## config.mk

```make
export PLATFORM = sky130hd
export DESIGN_NAME = line_clear_scan_flat
export DESIGN_NICKNAME = d
export VERILOG_FILES = /design/src/rtl/line_clear_scan_if.sv /design/src/rtl/line_clear_scan.sv /design/src/flat_wrapper.sv
export SDC_FILE = /design/constraint.sdc
export NUM_CORES = 2
export LEC_CHECK = 0
export CAP_MARGIN = 20
export CORE_AREA = 2 2 490 492
export DETAILED_ROUTE_END_ITERATION = 12
export DIE_AREA = 0 0 492 494
export GPL_TIMING_DRIVEN = 0
export RECOVER_POWER = 50
export SKIP_CTS_REPAIR_TIMING = 1
export SYNTH_ARGS = -nofsm -noshare
export SYNTH_HDL_FRONTEND = slang
export SYNTH_SLANG_ARGS = --single-unit
```

## constraint.sdc

```tcl
create_clock -name Clk -period 2.9 [get_ports Clk]
set_input_delay 0.58 -clock Clk [delete_from_list [all_inputs] [get_ports Clk]]
set_output_delay 0.58 -clock Clk [all_outputs]
set_load 0.02 [all_outputs]
```

## src/rtl/line_clear_scan_if.sv

```systemverilog
// Cell type shared by the scanner and its neighbours, plus the scanner's request/result bundle.
// Optional scoring is enabled by the LINE_CLEAR_SCORE_EN macro in the scanner itself.
package line_clear_scan_pkg;

    typedef enum logic [2:0] {
        EMPTY  = 3'd0,
        CYAN   = 3'd1,
        YELLOW = 3'd2,
        PURPLE = 3'd3,
        GREEN  = 3'd4,
        RED    = 3'd5,
        BLUE   = 3'd6,
        ORANGE = 3'd7
    } block_color;

endpackage

interface line_clear_scan_if #(
    parameter int unsigned X_SIZE = 10,
    parameter int unsigned Y_SIZE = 20
);
    import line_clear_scan_pkg::*;

    localparam int unsigned LINES_W = 5;
    localparam int unsigned SCORE_W = 11;

    logic                 start;
    block_color           board_in  [X_SIZE][Y_SIZE];
    logic                 busy;
    logic                 done;
    block_color           board_out [X_SIZE][Y_SIZE];
    logic [Y_SIZE-1:0]    full_mask;
    logic [LINES_W-1:0]   lines_cleared;
    logic [SCORE_W-1:0]   score_delta;

    modport master (
        output start, board_in,
        input  busy, done, board_out, full_mask, lines_cleared, score_delta
    );

    modport slave (
        input  start, board_in,
        output busy, done, board_out, full_mask, lines_cleared, score_delta
    );

endinterface

```

## src/rtl/line_clear_scan.sv

```systemverilog
// Row scanner feeding line compaction: snapshots the board, tests one row per clock, empties full rows.
// Define LINE_CLEAR_SCORE_EN to register a score for the clear; otherwise score_delta is tied to zero.
module line_clear_scan
    import line_clear_scan_pkg::*;
#(
    parameter int unsigned X_SIZE = 10,
    parameter int unsigned Y_SIZE = 20
) (
    input  logic             Clk,
    input  logic             Reset_n,
    line_clear_scan_if.slave bus
);

    localparam int unsigned ROW_W = (Y_SIZE > 1) ? $clog2(Y_SIZE) : 1;
    localparam int unsigned CNT_W = 5;
    localparam logic [ROW_W-1:0] LAST_ROW = ROW_W'(Y_SIZE - 1);

    typedef enum logic [1:0] {
        IDLE  = 2'd0,
        SCAN  = 2'd1,
        CLEAR = 2'd2,
        DONE  = 2'd3
    } state_t;

    state_t            state;
    block_color        snapshot [X_SIZE][Y_SIZE];
    logic [Y_SIZE-1:0] work_mask;
    logic [CNT_W-1:0]  work_count;
    logic [ROW_W-1:0]  row_idx;
    logic              row_full_c;

    // A row is full when no column of the current snapshot row is EMPTY.
    always_comb begin
        row_full_c = 1'b1;
        for (int unsigned x = 0; x < X_SIZE; x++) begin
            if (snapshot[x][row_idx] == EMPTY) begin
                row_full_c = 1'b0;
            end
        end
    end

    // Scan sequencer; row_idx parks on the last row so it never indexes past the board.
    always_ff @(posedge Clk or negedge Reset_n) begin
        if (!Reset_n) begin
            state             <= IDLE;
            bus.busy          <= 1'b0;
            bus.done          <= 1'b0;
            bus.full_mask     <= '0;
            bus.lines_cleared <= '0;
            work_mask         <= '0;
            work_count        <= '0;
            row_idx           <= '0;
            for (int unsigned x = 0; x < X_SIZE; x++) begin
                for (int unsigned y = 0; y < Y_SIZE; y++) begin
                    snapshot[x][y]      <= EMPTY;
                    bus.board_out[x][y] <= EMPTY;
                end
            end
        end else begin
            bus.done <= 1'b0;
            case (state)
                IDLE: begin
                    if (bus.start) begin
                        snapshot   <= bus.board_in;
                        work_mask  <= '0;
                        work_count <= '0;
                        row_idx    <= '0;
                        bus.busy   <= 1'b1;
                        state      <= SCAN;
                    end
                end
                SCAN: begin
                    if (row_full_c) begin
                        work_mask[row_idx] <= 1'b1;
                        work_count         <= work_count + CNT_W'(1);
                    end
                    if (row_idx == LAST_ROW) begin
                        state <= CLEAR;
                    end else begin
                        row_idx <= row_idx + ROW_W'(1);
                    end
                end
                CLEAR: begin
                    for (int unsigned x = 0; x < X_SIZE; x++) begin
                        for (int unsigned y = 0; y < Y_SIZE; y++) begin
                            bus.board_out[x][y] <= work_mask[y] ? EMPTY : snapshot[x][y];
                        end
                    end
                    bus.full_mask     <= work_mask;
                    bus.lines_cleared <= work_count;
                    bus.done          <= 1'b1;
                    state             <= DONE;
                end
                DONE: begin
                    bus.busy <= 1'b0;
                    state    <= IDLE;
                end
                default: begin
                    state <= IDLE;
                end
            endcase
        end
    end

`ifdef LINE_CLEAR_SCORE_EN
    localparam int unsigned SCORE_W = 11;

    // Classic line-clear table; four or more lines score as a four-line clear.
    function automatic logic [SCORE_W-1:0] score_of(input logic [CNT_W-1:0] lines);
        logic [SCORE_W-1:0] pts;
        case (lines)
            CNT_W'(0): pts = SCORE_W'(0);
            CNT_W'(1): pts = SCORE_W'(40);
            CNT_W'(2): pts = SCORE_W'(100);
            CNT_W'(3): pts = SCORE_W'(300);
            default:   pts = SCORE_W'(1200);
        endcase
        return pts;
    endfunction

    always_ff @(posedge Clk or negedge Reset_n) begin
        if (!Reset_n) begin
            bus.score_delta <= '0;
        end else if (state == CLEAR) begin
            bus.score_delta <= score_of(work_count);
        end
    end
`else
    assign bus.score_delta = '0;
`endif

endmodule

```

## src/flat_wrapper.sv

```systemverilog
// flat-port wrapper written by rule: the top's interface ports become plain ports
module line_clear_scan_flat import line_clear_scan_pkg::*;
#(
    parameter int unsigned X_SIZE = 10,
    parameter int unsigned Y_SIZE = 20
)
  (Clk, Reset_n, bus_start, bus_board_in, bus_busy, bus_done, bus_board_out, bus_full_mask, bus_lines_cleared, bus_score_delta);
  line_clear_scan_if #(.X_SIZE(X_SIZE), .Y_SIZE(Y_SIZE)) bus_i ();
  input  logic Clk;
  input  logic Reset_n;
  input wire logic [$bits(bus_i.start)-1:0] bus_start;
  input wire logic [$bits(bus_i.board_in)-1:0] bus_board_in;
  output wire logic [$bits(bus_i.busy)-1:0] bus_busy;
  output wire logic [$bits(bus_i.done)-1:0] bus_done;
  output wire logic [$bits(bus_i.board_out)-1:0] bus_board_out;
  output wire logic [$bits(bus_i.full_mask)-1:0] bus_full_mask;
  output wire logic [$bits(bus_i.lines_cleared)-1:0] bus_lines_cleared;
  output wire logic [$bits(bus_i.score_delta)-1:0] bus_score_delta;
  assign bus_i.start = bus_start;
  assign bus_i.board_in = {>>{bus_board_in}};
  assign bus_busy = bus_i.busy;
  assign bus_done = bus_i.done;
  assign bus_board_out = {>>{bus_i.board_out}};
  assign bus_full_mask = bus_i.full_mask;
  assign bus_lines_cleared = bus_i.lines_cleared;
  assign bus_score_delta = bus_i.score_delta;
  line_clear_scan #(.X_SIZE(X_SIZE), .Y_SIZE(Y_SIZE)) u_core (.Clk(Clk), .Reset_n(Reset_n), .bus(bus_i));
endmodule
```

==> metrics.csv <==
metric,value,unit
status,"complete, but fails checks",
failing checks,"max-capacitance violations, max-slew violations, negative setup slack",
Leak Pwr,35.82,nW
initial antenna violation count,119,
Layout Skew,0.04490,ns
crit path max fanout,11,
Unique masters post-synth,65,
Initial Util,22.10,%
Critical Path Sink Type,flop,
Nets,7925,
routed vias,50490,
r2r setup slk,-0.45,ns
post-synthesis cell count,5794,
routability congestion estimate,0.9190,
Layout Cells excl Fill,10660,
initial DRC count,5258,
"Data required, critical path",3.60,ns
Rel. slew slack,-16.29,%
Inst Count DP,10270,
mean post-synth cell area,9.056,µm²
path type of the worst setup path,reg -> reg,
grt met3 use,8.519,%
Seq cells post-synth,1259,
HP Class,in -> reg,
Clk network pwr share,21.3,%
chip height,494,µm
"Area growth, synth to finish",48.32,%
ranking of synthesized cells by area,"dfrtp_1 (60%), nand2_1 (15%), o21ai_0 (6.0%)",
I/O pin total,1241,
FP Rows,179,
clk buf depth,3,
Worst-path clk slew,0.06,ns
GRT met1 Usage,37.97,%
Net Sw Frac,46.24,%
post-route ant nets,0,
H-tree depth,4,
Worst VDD drop,0.0005978,V
"EDFF count, synth",0,
clock sink count,1259,
total CTS buffers,151,
minimum clock period after layout,3.351,ns
Hold WS,0.3090,ns
die area,0.2430,mm²
grt total ovfl,0,
met2 usage,42.81,%
CTS root buffer,clkbuf_16,
yosys warns,0,
core area,0.2374,mm²
final-report hold violation count,0,
DRC Markers,0,
CP Data Arrival Time,4.05,ns
net switching power,43.85,mW
Synth area leader,dfrtp_1,
sequential share of power,34.4,%
RSZ-0062 raised after global routing,true,
PD cells,1218,mW/mm²
gr busiest metal,met2,
share of cells above drive strength 1,9.641,%
global-route wire length before repair,461.6,mm
actual slew at the worst max-slew pin,1.744,ns
"Seq/Total Area, Yosys",60.05,%
"Slew Viols, Final",259,
final setup fails,986,
gr usage total,28.34,%
Comb pwr share,44.3,%
Chip Width,492,µm
HPWL Detailed,280.2,mm
final worst slack,-0.4507,ns
vias in the first global route,49750,
critical path launch point type,flop,
Synth Flop Type,dfrtp_1,
CTS tree,done,
Fmax achieved,298.4,MHz
fin util,32.78,%
final period utilization,115.5,%
Avg Vias per Cell,4.736,
fraction of registers with async set or reset after synthesis,100.0,%
clk_lat worst skew,0.79,ns
DR WL/cell,33.36,µm
drt first pass iters,6,
Max-Cap Viols,1,
largest net degree at the start of global routing,171,
Yosys top cell area share,60.05,%
P_int,50.98,mW
drt total wl,355.6,mm
port bufs,1229,
Mapped Area,0.05247,mm²
[worst max-delay path, cell delays in order, from the launching register on]
cell	delay (ns)
dfrtp_2	0.42
buf_12	0.19
inv_1	0.13
buf_12	0.21
buf_8	0.21
a211oi_1	0.27
a21oi_2	0.11
o22ai_4	0.40
o22ai_4	0.17
or3_1	0.35
buf_6	0.15
nor3_4	0.18
buf_6	0.15
a32o_2	0.17
[stage by stage]
step                setup slack [ns]  setup TNS [ns]  instance area (µm²)  power [mW]
floorplan                     0.3947               0                52510       46.60
global placement              -57.84               -                68770       71.13
detailed placement            -3.469        -1354.73                70250       72.65
CTS                           -3.532        -1224.09                75480       93.20
global route                 -0.5020         -327.01                77770       99.32
finish                       -0.4507          -93.31                77820       94.82
[registers in the layout (all words and copies together), names as in the netlist]
| name | flops |
|---|---|
| u_core.row_idx | 5 |
| u_core.state | 2 |
| u_core.bus.lines_cleared | 5 |
| u_core.bus.board_out | 600 |
| u_core.work_count | 5 |
| u_core.work_mask | 20 |
| u_core.snapshot | 600 |
| u_core.bus.full_mask | 20 |
| u_core.bus.busy | 1 |
| u_core.bus.done | 1 |
[layout by cell type (no fill, tap or decap), types with 70 or more instances in the layout]
cell,instances
clkbuf_1,216
clkdlybuf4s50_1,792
nor4_1,70
nor3_1,108
dlygate4sd3_1,439
nand3b_1,395
inv_1,605
clkbuf_2,88
nand2_1,2034
o21ai_0,611
clkbuf_16,154
dfrtp_1,1257
[cell type report]
class / instances / area, µm²
Fill cell: 24590 / 159600
Inverter: 606 / 2278
Timing Repair Buffer: 1358 / 14240
Antenna cell: 56 / 140.1
Buffer: 366 / 2298
Sequential cell: 1259 / 31510
Clock inverter: 65 / 900.9
Tap cell: 3167 / 3963
Clock buffer: 212 / 4328
Multi-Input combinational cell: 3571 / 18160
[power groups by stage]
stage | Clock (mW) | Combinational, mW | Sequential, mW
2_1_floorplan | 0 | 13.2 | 33.4
3_3_place_gp | 0 | 38.6 | 32.6
3_5_place_dp | 0 | 40.2 | 32.5
4_1_cts | 20.5 | 40.4 | 32.3
5_1_grt | 21.2 | 44.9 | 33.2
6_report | 20.2 | 42.0 | 32.6
[path summary, 6_finish.rpt]
path                                               start                        end  cells after the start
worst min-delay path                   bus_board_in[112]       u_core.snapshot[112]                      3
max in group asynchronous                        Reset_n       u_core.snapshot[492]                      5
worst max register to register         u_core.row_idx[1]       u_core.work_mask[18]                     13
min in group asynchronous                        Reset_n  u_core.bus.board_out[100]                      3
worst max-delay path                   u_core.row_idx[1]       u_core.work_mask[18]                     13
worst min register to register  u_core.bus.full_mask[10]   u_core.bus.full_mask[10]                      1
[synthesized netlist by cell type, types with 4 or more instances]
library cell / count
a211oi_1: 36
a21oi_1: 45
a31oi_1: 4
a32o_2: 4
and2_1: 4
buf_1: 7
buf_2: 11
buf_4: 13
buf_6: 7
clkbuf_1: 321
clkbuf_8: 9
dfrtp_1: 1259
ha_1: 9
inv_1: 606
mux2_2: 26
nand2_1: 2039
nand3_1: 23
nand3b_1: 395
nor2_1: 13
nor2b_1: 21
nor3_1: 126
nor4_1: 89
nor4b_1: 20
o21ai_0: 631
o22ai_1: 10
o31ai_1: 5
o41ai_1: 4
[metal layers]
layer,vias to the layer above,wire (µm)
li1,21590,-
met1,25550,150700
met2,2859,156700
met3,463,35330
met4,26,12730
met5,-,185
[kinds of logic (layout without fill, tap and decap cells)]
group	after synthesis	count (layout)	synth area share [%]
AND/OR/NAND/NOR	2750	2751	23.74
flip-flops	1259	1259	60.05
buffers and inverters	975	2607	7.378
AO/OA/AOI/OAI	771	771	7.927
multiplexers	29	29	0.6868
adder cells (fa/ha/maj)	9	9	0.2146
other	1	67	0.007147
Note: power is estimated with default switching activity, not from simulation.
